`src/rtl/eth_capture_ctrl.sv`:
```
// eth_capture_ctrl: writes samples into a ping-pong buffer and hands each filled half to the
// Ethernet transmitter in fill order, flushing a partial half when the session stops.
module eth_capture_ctrl #(
    parameter int ADDR_W = 10,
    parameter int DATA_W = 8
) (
    input  logic              clk,
    input  logic              reset,
    input  logic              start,
    input  logic              stop,
    input  logic              sample_valid,
    input  logic [DATA_W-1:0] sample_data,
    output logic              buf_we,
    output logic [ADDR_W-1:0] buf_waddr,
    output logic [DATA_W-1:0] buf_wdata,
    output logic              tx_req,
    output logic [ADDR_W-1:0] tx_base,
    output logic [ADDR_W-1:0] tx_len,
    input  logic              tx_ack,
    input  logic              tx_done,
    output logic              busy,
    output logic              overflow,
    output logic [15:0]       frame_cnt,
    output logic [15:0]       drop_cnt
);
    localparam logic [ADDR_W-1:0] HALF = ADDR_W'(2 ** (ADDR_W - 1));

    typedef enum logic [1:0] {IDLE, CAPTURE, FLUSH} state_t;

    state_t                   state, state_n;
    logic                     wr_half, tx_ptr, in_flight;
    logic [ADDR_W-2:0]        wr_cnt;
    logic [1:0]               full, full_set, full_clr;
    logic [1:0][ADDR_W-1:0]   len;
    logic                     enter, capture, accept, drop, wrap, flush_part;
    logic                     launch, acked, retire, drained;

    always_comb begin
        enter      = (state == IDLE) && start;
        capture    = (state == CAPTURE) && !stop;
        accept     = capture && sample_valid && !full[wr_half];
        drop       = capture && sample_valid && full[wr_half];
        wrap       = accept && (&wr_cnt);
        flush_part = (state == CAPTURE) && stop && (wr_cnt != '0);
        launch     = (state != IDLE) && !tx_req && !in_flight && full[tx_ptr];
        acked      = tx_req && tx_ack;
        retire     = in_flight && tx_done;
        drained    = (full == 2'b00) && !in_flight && !tx_req;
        full_set   = (wrap || flush_part) ? (2'b01 << wr_half) : 2'b00;
        full_clr   = retire ? (2'b01 << tx_ptr) : 2'b00;
    end

    always_ff @(posedge clk or posedge reset) begin
        if (reset)
            state <= IDLE;
        else
            state <= state_n;
    end

    always_comb begin
        state_n = enter                                 ? CAPTURE :
                  ((state == CAPTURE) && stop)          ? FLUSH   :
                  ((state == FLUSH) && drained)         ? IDLE    : state;
    end

    always_comb begin
        busy = (state != IDLE);
    end

    always_ff @(posedge clk or posedge reset) begin
        if (reset) begin
            buf_we    <= 1'b0;
            buf_waddr <= '0;
            buf_wdata <= '0;
            tx_req    <= 1'b0;
            tx_base   <= '0;
            tx_len    <= '0;
            overflow  <= 1'b0;
            frame_cnt <= '0;
            drop_cnt  <= '0;
            wr_half   <= 1'b0;
            wr_cnt    <= '0;
            tx_ptr    <= 1'b0;
            full      <= 2'b00;
            len       <= '0;
            in_flight <= 1'b0;
        end else begin
            buf_we <= accept;
            if (accept) begin
                buf_waddr <= {wr_half, wr_cnt};
                buf_wdata <= sample_data;
                wr_cnt    <= wr_cnt + (ADDR_W-1)'(1);
            end
            if (wrap)
                wr_half <= ~wr_half;
            if (wrap || flush_part)
                len[wr_half] <= wrap ? HALF : {1'b0, wr_cnt};
            full <= (full & ~full_clr) | full_set;
            if (drop) begin
                overflow <= 1'b1;
                if (drop_cnt != 16'hFFFF)
                    drop_cnt <= drop_cnt + 16'd1;
            end
            if (launch) begin
                tx_req  <= 1'b1;
                tx_base <= {tx_ptr, {(ADDR_W-1){1'b0}}};
                tx_len  <= len[tx_ptr];
            end else if (acked) begin
                tx_req    <= 1'b0;
                in_flight <= 1'b1;
            end
            if (retire) begin
                in_flight <= 1'b0;
                tx_ptr    <= ~tx_ptr;
                frame_cnt <= frame_cnt + 16'd1;
            end
            if (enter) begin
                wr_half   <= 1'b0;
                wr_cnt    <= '0;
                tx_ptr    <= 1'b0;
                frame_cnt <= '0;
                drop_cnt  <= '0;
                overflow  <= 1'b0;
            end
        end
    end
endmodule

```
`config.mk`:
```
export PLATFORM = sky130hd
export DESIGN_NAME = eth_capture_ctrl
export DESIGN_NICKNAME = d
export VERILOG_FILES = /design/src/rtl/eth_capture_ctrl.sv
export SDC_FILE = /design/constraint.sdc
export NUM_CORES = 1
export LEC_CHECK = 0
export CAP_MARGIN = 15
export CORE_ASPECT_RATIO = 0.7
export CORE_MARGIN = 8
export CORE_UTILIZATION = 50
export CTS_CLUSTER_DIAMETER = 30
export CTS_CLUSTER_SIZE = 14
export DETAILED_ROUTE_END_ITERATION = 7
export GPL_TIMING_DRIVEN = 0
export PLACE_DENSITY_LB_ADDON = 0.1
export REMOVE_ABC_BUFFERS = 1
export SLEW_MARGIN = 20
export SYNTH_ARGS = -nofsm -noshare
export SYNTH_HDL_FRONTEND = slang
export SYNTH_SLANG_ARGS = --single-unit
```
`constraint.sdc`:
```
create_clock -name clk -period 3.7 [get_ports clk]
set_input_delay 0.37 -clock clk [delete_from_list [all_inputs] [get_ports clk]]
set_output_delay 0.37 -clock clk [all_outputs]
set_load 0.05 [all_outputs]
```
Word-level counts from Yosys, hierarchy flattened --
Index checks and enable logic that the tools add are counted.
Word-level totals: register bits after elaboration 100, output and inout bits 74
Operators by class: add/subtract/negate cells 3, order comparisons 3, equality and inequality tests 4, shifts and indexed selects 2, mux-type cells 33, bitwise logic cells 5, reduce and logical (&&, ||, !) cells 37
Operator list (number):
- 2-to-1 mux 16 bit | 5
- 2-to-1 mux 10 bit | 4
- adder 16 x 1 -> 16 bit, second input constant | 2
- bitwise mux 20 bit | 1
- 2-to-1 mux 9 bit | 2
- logical AND 1 bit | 17
- inequality test 16 bit, second input constant | 1
- nonzero test 2 bit | 8
- 2-to-1 mux 1 bit | 15
- demux 10 bit (select 1 bit) | 1
- 2-to-1 mux 2 bit | 5
- adder 9 x 1 -> 9 bit, second input constant | 1
- AND reduction 9 bit | 1
- nonzero test 9 bit | 1
- logical NOT 1 bit | 4
- logical NOT 2 bit | 2
- less-than comparator 1 x 2 -> 1 bit, second input constant | 2
- AND reduction 2 bit | 2
- << shifter 1 x 1 -> 2 bit, first input constant | 2
- nonzero test 3 bit | 1
- bitwise AND 2 bit | 1
- equality test 2 x 1 -> 1 bit, second input constant | 1
- equality test 2 bit, second input constant | 1
- inequality test 2 x 1 -> 1 bit, second input constant | 1
- 5 further kinds | 6

Depth between registers and ports, before layout --
depth in word-level cells 8, mapped depth 9, mapped depth without buffers 7

Worst setup path after synthesis --
OpenSTA, ideal clock, no wires.
path type register to register, start point register drop_cnt[0], end point register drop_cnt[14], library setup time 0.096 ns, arrival time 2.083 ns, path slack 1.522 ns, cell stages (with the launch flop) 7, buffers on the path 1, period minus slack after synthesis 2.178 ns, path through dfrtp_1 -> ha_1 -> nand3_1 -> or4_1 -> buf_2 -> and2_4 -> a311oi_2
On the way: longest elaborated chain between the ends 4, elaborated cells between the ends (all ways) 7
RTL lines:
- start: declaration | RTL line 24 | output logic [15:0] drop_cnt
- start signal: assignment | RTL line 102 | drop_cnt <= drop_cnt + 16'd1;
- adder 16 x 1 -> 16 bit | RTL line 102
- 2-to-1 mux 16 bit | RTL line 101 | if (drop_cnt != 16'hFFFF)
- 2-to-1 mux 16 bit | RTL line 99 | if (drop) begin
- 2-to-1 mux 16 bit | RTL line 117 | if (enter) begin
Parallel ways exist; a longest one is shown, timed or not. The select of a mux whose other input is x is not followed. A chain may end at the register's enable or synchronous reset.

Worst setup path after layout --
start point input port sample_valid, end point register len[4] in the netlist's numbering
On the way: longest elaborated chain between the ends 5, elaborated cells between the ends (all ways) 6
RTL lines:
- start: declaration | RTL line 11 | input logic sample_valid,
- logical AND 1 bit * (2 in series) | RTL line 41 | accept = capture && sample_valid && !full[wr_half];
- logical AND 1 bit * | RTL line 43 | wrap = accept && (&wr_cnt);
- 2-to-1 mux 10 bit | RTL line 97 | len[wr_half] <= wrap ? HALF : {1'b0, wr_cnt};
- bitwise mux 20 bit | RTL line 97
- end signal: indexed assignment | RTL line 97
- end: declaration | RTL line 34 | logic [1:0][ADDR_W-1:0] len;
Mark *: on every way between the ends. The rest lies on a longest branch, timed or not.

==> out/summary.txt <==
status - complete, no violations
WP data required - 3.92 ns
crit path capture type - flip-flop
Crit path max-delay family - simple AND/OR/NAND/NOR gates
Pins Over Slew Limit - 0
Reg power frac - 40.3%
Die Y - 98.2 µm
FILL cells - 783
antenna-violating nets left - 0
Crit Path Class - input port to flip-flop
WP data arrival - 3.50 ns
total stage count of the critical path - 5
ys async rst share - 100%
Net Sw Power - 1.35 mW
Worst path max stage delay - 0.97 ns
Register Area - 0.00250 mm²
hold_ws - 0.443 ns
share of cells above drive strength 1 - 13.4%
Routed WL - 10700 µm
Total Routing Usage GR - 16.8%
Syn Std Cell Area - 0.00483 mm²
worst skew pair latency - 0.34 ns
Hold Buf Count CTS - 0
global route overflow - 0
power per cell area - 595 mW/mm²
clock power share - 26.4%
RSZ-0062 raised after global routing - false
Pre-antenna DRT Iters - 4
Post-synth EDFFs - 0
Max Cap Viol - 0
Slew HR - 26.4%
fmax - 304 MHz
Multi-input gate area - 0.00215 mm²
Worst-path clk slew - 0.07 ns
CTS resizes - 0
core area - 0.00953 mm²
sw frac - 37.9%
P_leak - 2.71 nW
Final Hold Fails - 0
Worst Path Buf+Inv - 1
num rows - 30
Initial Util - 50.7%
average vias per placed instance - 5.41
crit path cell chain - clkdlybuf4s50_1, nor4bb_2, nand3_1, a21oi_1, mux2_2
Ys Warns - 0
Final nets - 545
CTS Root Cell - clkbuf_16
commonest cells after routing, fill and taps aside - 100 x dfrtp_1, 79 x nand2_1, 79 x clkdlybuf4s50_1
HP Class - input port to asynchronous set/reset pin
# setup viols final - 0
CTS max path bufs - 2
n_diodes - 0
DR WL/cell - 16.2 µm
Peak VDD IR - 0.375 mV
clk_skew - 0.00763 ns
Mapped Cells - 458
post-DP HPWL - 7440 µm
DRC - 0
RD Place Congestion - 0.806
commonest non-fill, non-tap cell in the layout - dfrtp_1
Critical Path Fanout Max - 11
Logic pwr share - 33.3%
register-to-register setup slack - 0.52 ns
Mean Syn Cell Area - 10.5 µm²
minimum clock period - 3.29 ns
critical path startpoint category - input port
Die X - 133 µm
slowest stage cell, crit path - a21oi_1
CTS tree - yes
worst slew pin tran - 1.10 ns
Top Ports - 89
Yosys reg bits - 100
Post-CTS Repair Setup Buffers - 0
area delta synth->final - 23.7%
vias in the first global route - 3449
Top FF cell, synth - dfrtp_1
IO Port Bufs - 79
post-route worst setup slack - 0.413 ns
Reg2Reg Depth - 4
internal power - 2.21 mW
DR vias - 3560
antenna violations before repair - 0
Netlist cell types - 54
Period Utilization, post-route - 88.8%
first-pass GRT wire length - 17900 µm
largest net degree at the start of global routing - 53
dpl ws - -0.00309 ns
number of CTS-inserted buffers - 9
register area share after synthesis - 51.8%
1st-iter DRT viols - 263
CTS sink count - 100
htree depth - 3
full die area - 0.0131 mm²
stage by stage:
step                cell area (µm²)  TNS (ns)  instances  util [%]  power (mW)
finish                         5980         0        658      62.7        3.56
CTS                            5980         0        658      62.7        3.59
floorplan                      4680         0        434         -        2.23
detailed placement             5670  -0.00841        642      59.5        2.64
global placement               5630    -86.00        641      59.0        2.61
global route                   5980         0        658      62.7        3.75
state kept, by name (all words and copies together), names as in the netlist:
| name | flops |
|---|---|
| len | 20 |
| tx_req | 1 |
| overflow | 1 |
| buf_wdata | 8 |
| in_flight | 1 |
| tx_len | 10 |
| buf_waddr | 10 |
| frame_cnt | 16 |
| wr_cnt | 9 |
| tx_base | 1 |
| full | 2 |
| wr_half | 1 |
| drop_cnt | 16 |
| buf_we | 1 |
| tx_ptr | 1 |
| state | 2 |
cell usage after synthesis (3+ instances only):
master / instances / area (µm²)
o21ai_0: 11 / 55.1
or4_1: 7 / 52.6
xor2_1: 6 / 52.6
xnor2_1: 14 / 123
and4_1: 6 / 52.6
ha_1: 5 / 62.6
or3_1: 3 / 18.8
nor2_1: 24 / 90.1
buf_4: 12 / 90.1
nand2b_1: 3 / 18.8
buf_1: 4 / 15.0
nor3_1: 9 / 45.0
nor4_1: 8 / 50.1
mux2_2: 37 / 417
buf_2: 3 / 15.0
and4_2: 3 / 30.0
o31ai_1: 5 / 37.5
clkbuf_1: 11 / 41.3
mux2i_1: 5 / 50.1
and2_1: 12 / 75.1
nand3_1: 17 / 85.1
a21oi_1: 16 / 80.1
dfrtp_1: 100 / 2500
inv_1: 10 / 37.5
nand2_1: 79 / 297
nand4_1: 11 / 68.8
power by group through the flow:
stage	Clock [mW]	Combinational [mW]	Sequential, mW
final	0.938	1.19	1.43
after detailed placement	0	1.19	1.45
after global placement	0	1.17	1.44
after CTS	0.962	1.20	1.43
after global routing	1.01	1.28	1.46
after floorplan	0	0.460	1.77
final timing paths:
| check | from | endpoint |
|---|---|---|
| max | sample_valid | len[4]$_DFFE_PP0P_ |
| min | reset | frame_cnt[8]$_DFFE_PP0P_ |
| max reg2reg | state[1]$_DFFE_PP0P_ | len[4]$_DFFE_PP0P_ |
| min reg2reg | buf_waddr[5]$_DFFE_PP0P_ | buf_waddr[5]$_DFFE_PP0P_ |
| max in group asynchronous | reset | len[5]$_DFFE_PP0P_ |
| min in group clk | buf_waddr[5]$_DFFE_PP0P_ | buf_waddr[5]$_DFFE_PP0P_ |
kinds of logic after synthesis:
kind of cell               share of synthesized area [%]
AOI/OAI and AO/OA                                   6.50
xor gates and xnor gates                            3.63
adders and majority gates                           1.30
buffers and inverters                               4.59
DFF                                                 51.8
muxes                                               10.4
other                                             0.0776
and+or+nand+nor                                     21.7
per-layer routing:
metal | GRT usage, % | vias to the layer above | routed length [µm]
met5 | 0 | - | 0
met4 | 4.13 | 0 | 63
met3 | 6.92 | 4 | 849
li1 | - | 1729 | -
met2 | 24.8 | 88 | 4690
met1 | 22.5 | 1739 | 5090
area by class of cell:
type                       count  area share [%]
timing repair buffer          80            13.7
tap                          128            2.68
multi-input combinational    324            36.0
sequential                   100            41.9
clock buffer                  10            4.00
inverter                      10           0.712
clock inverter                 6            1.07
Note: power is estimated with default switching activity, not from simulation.
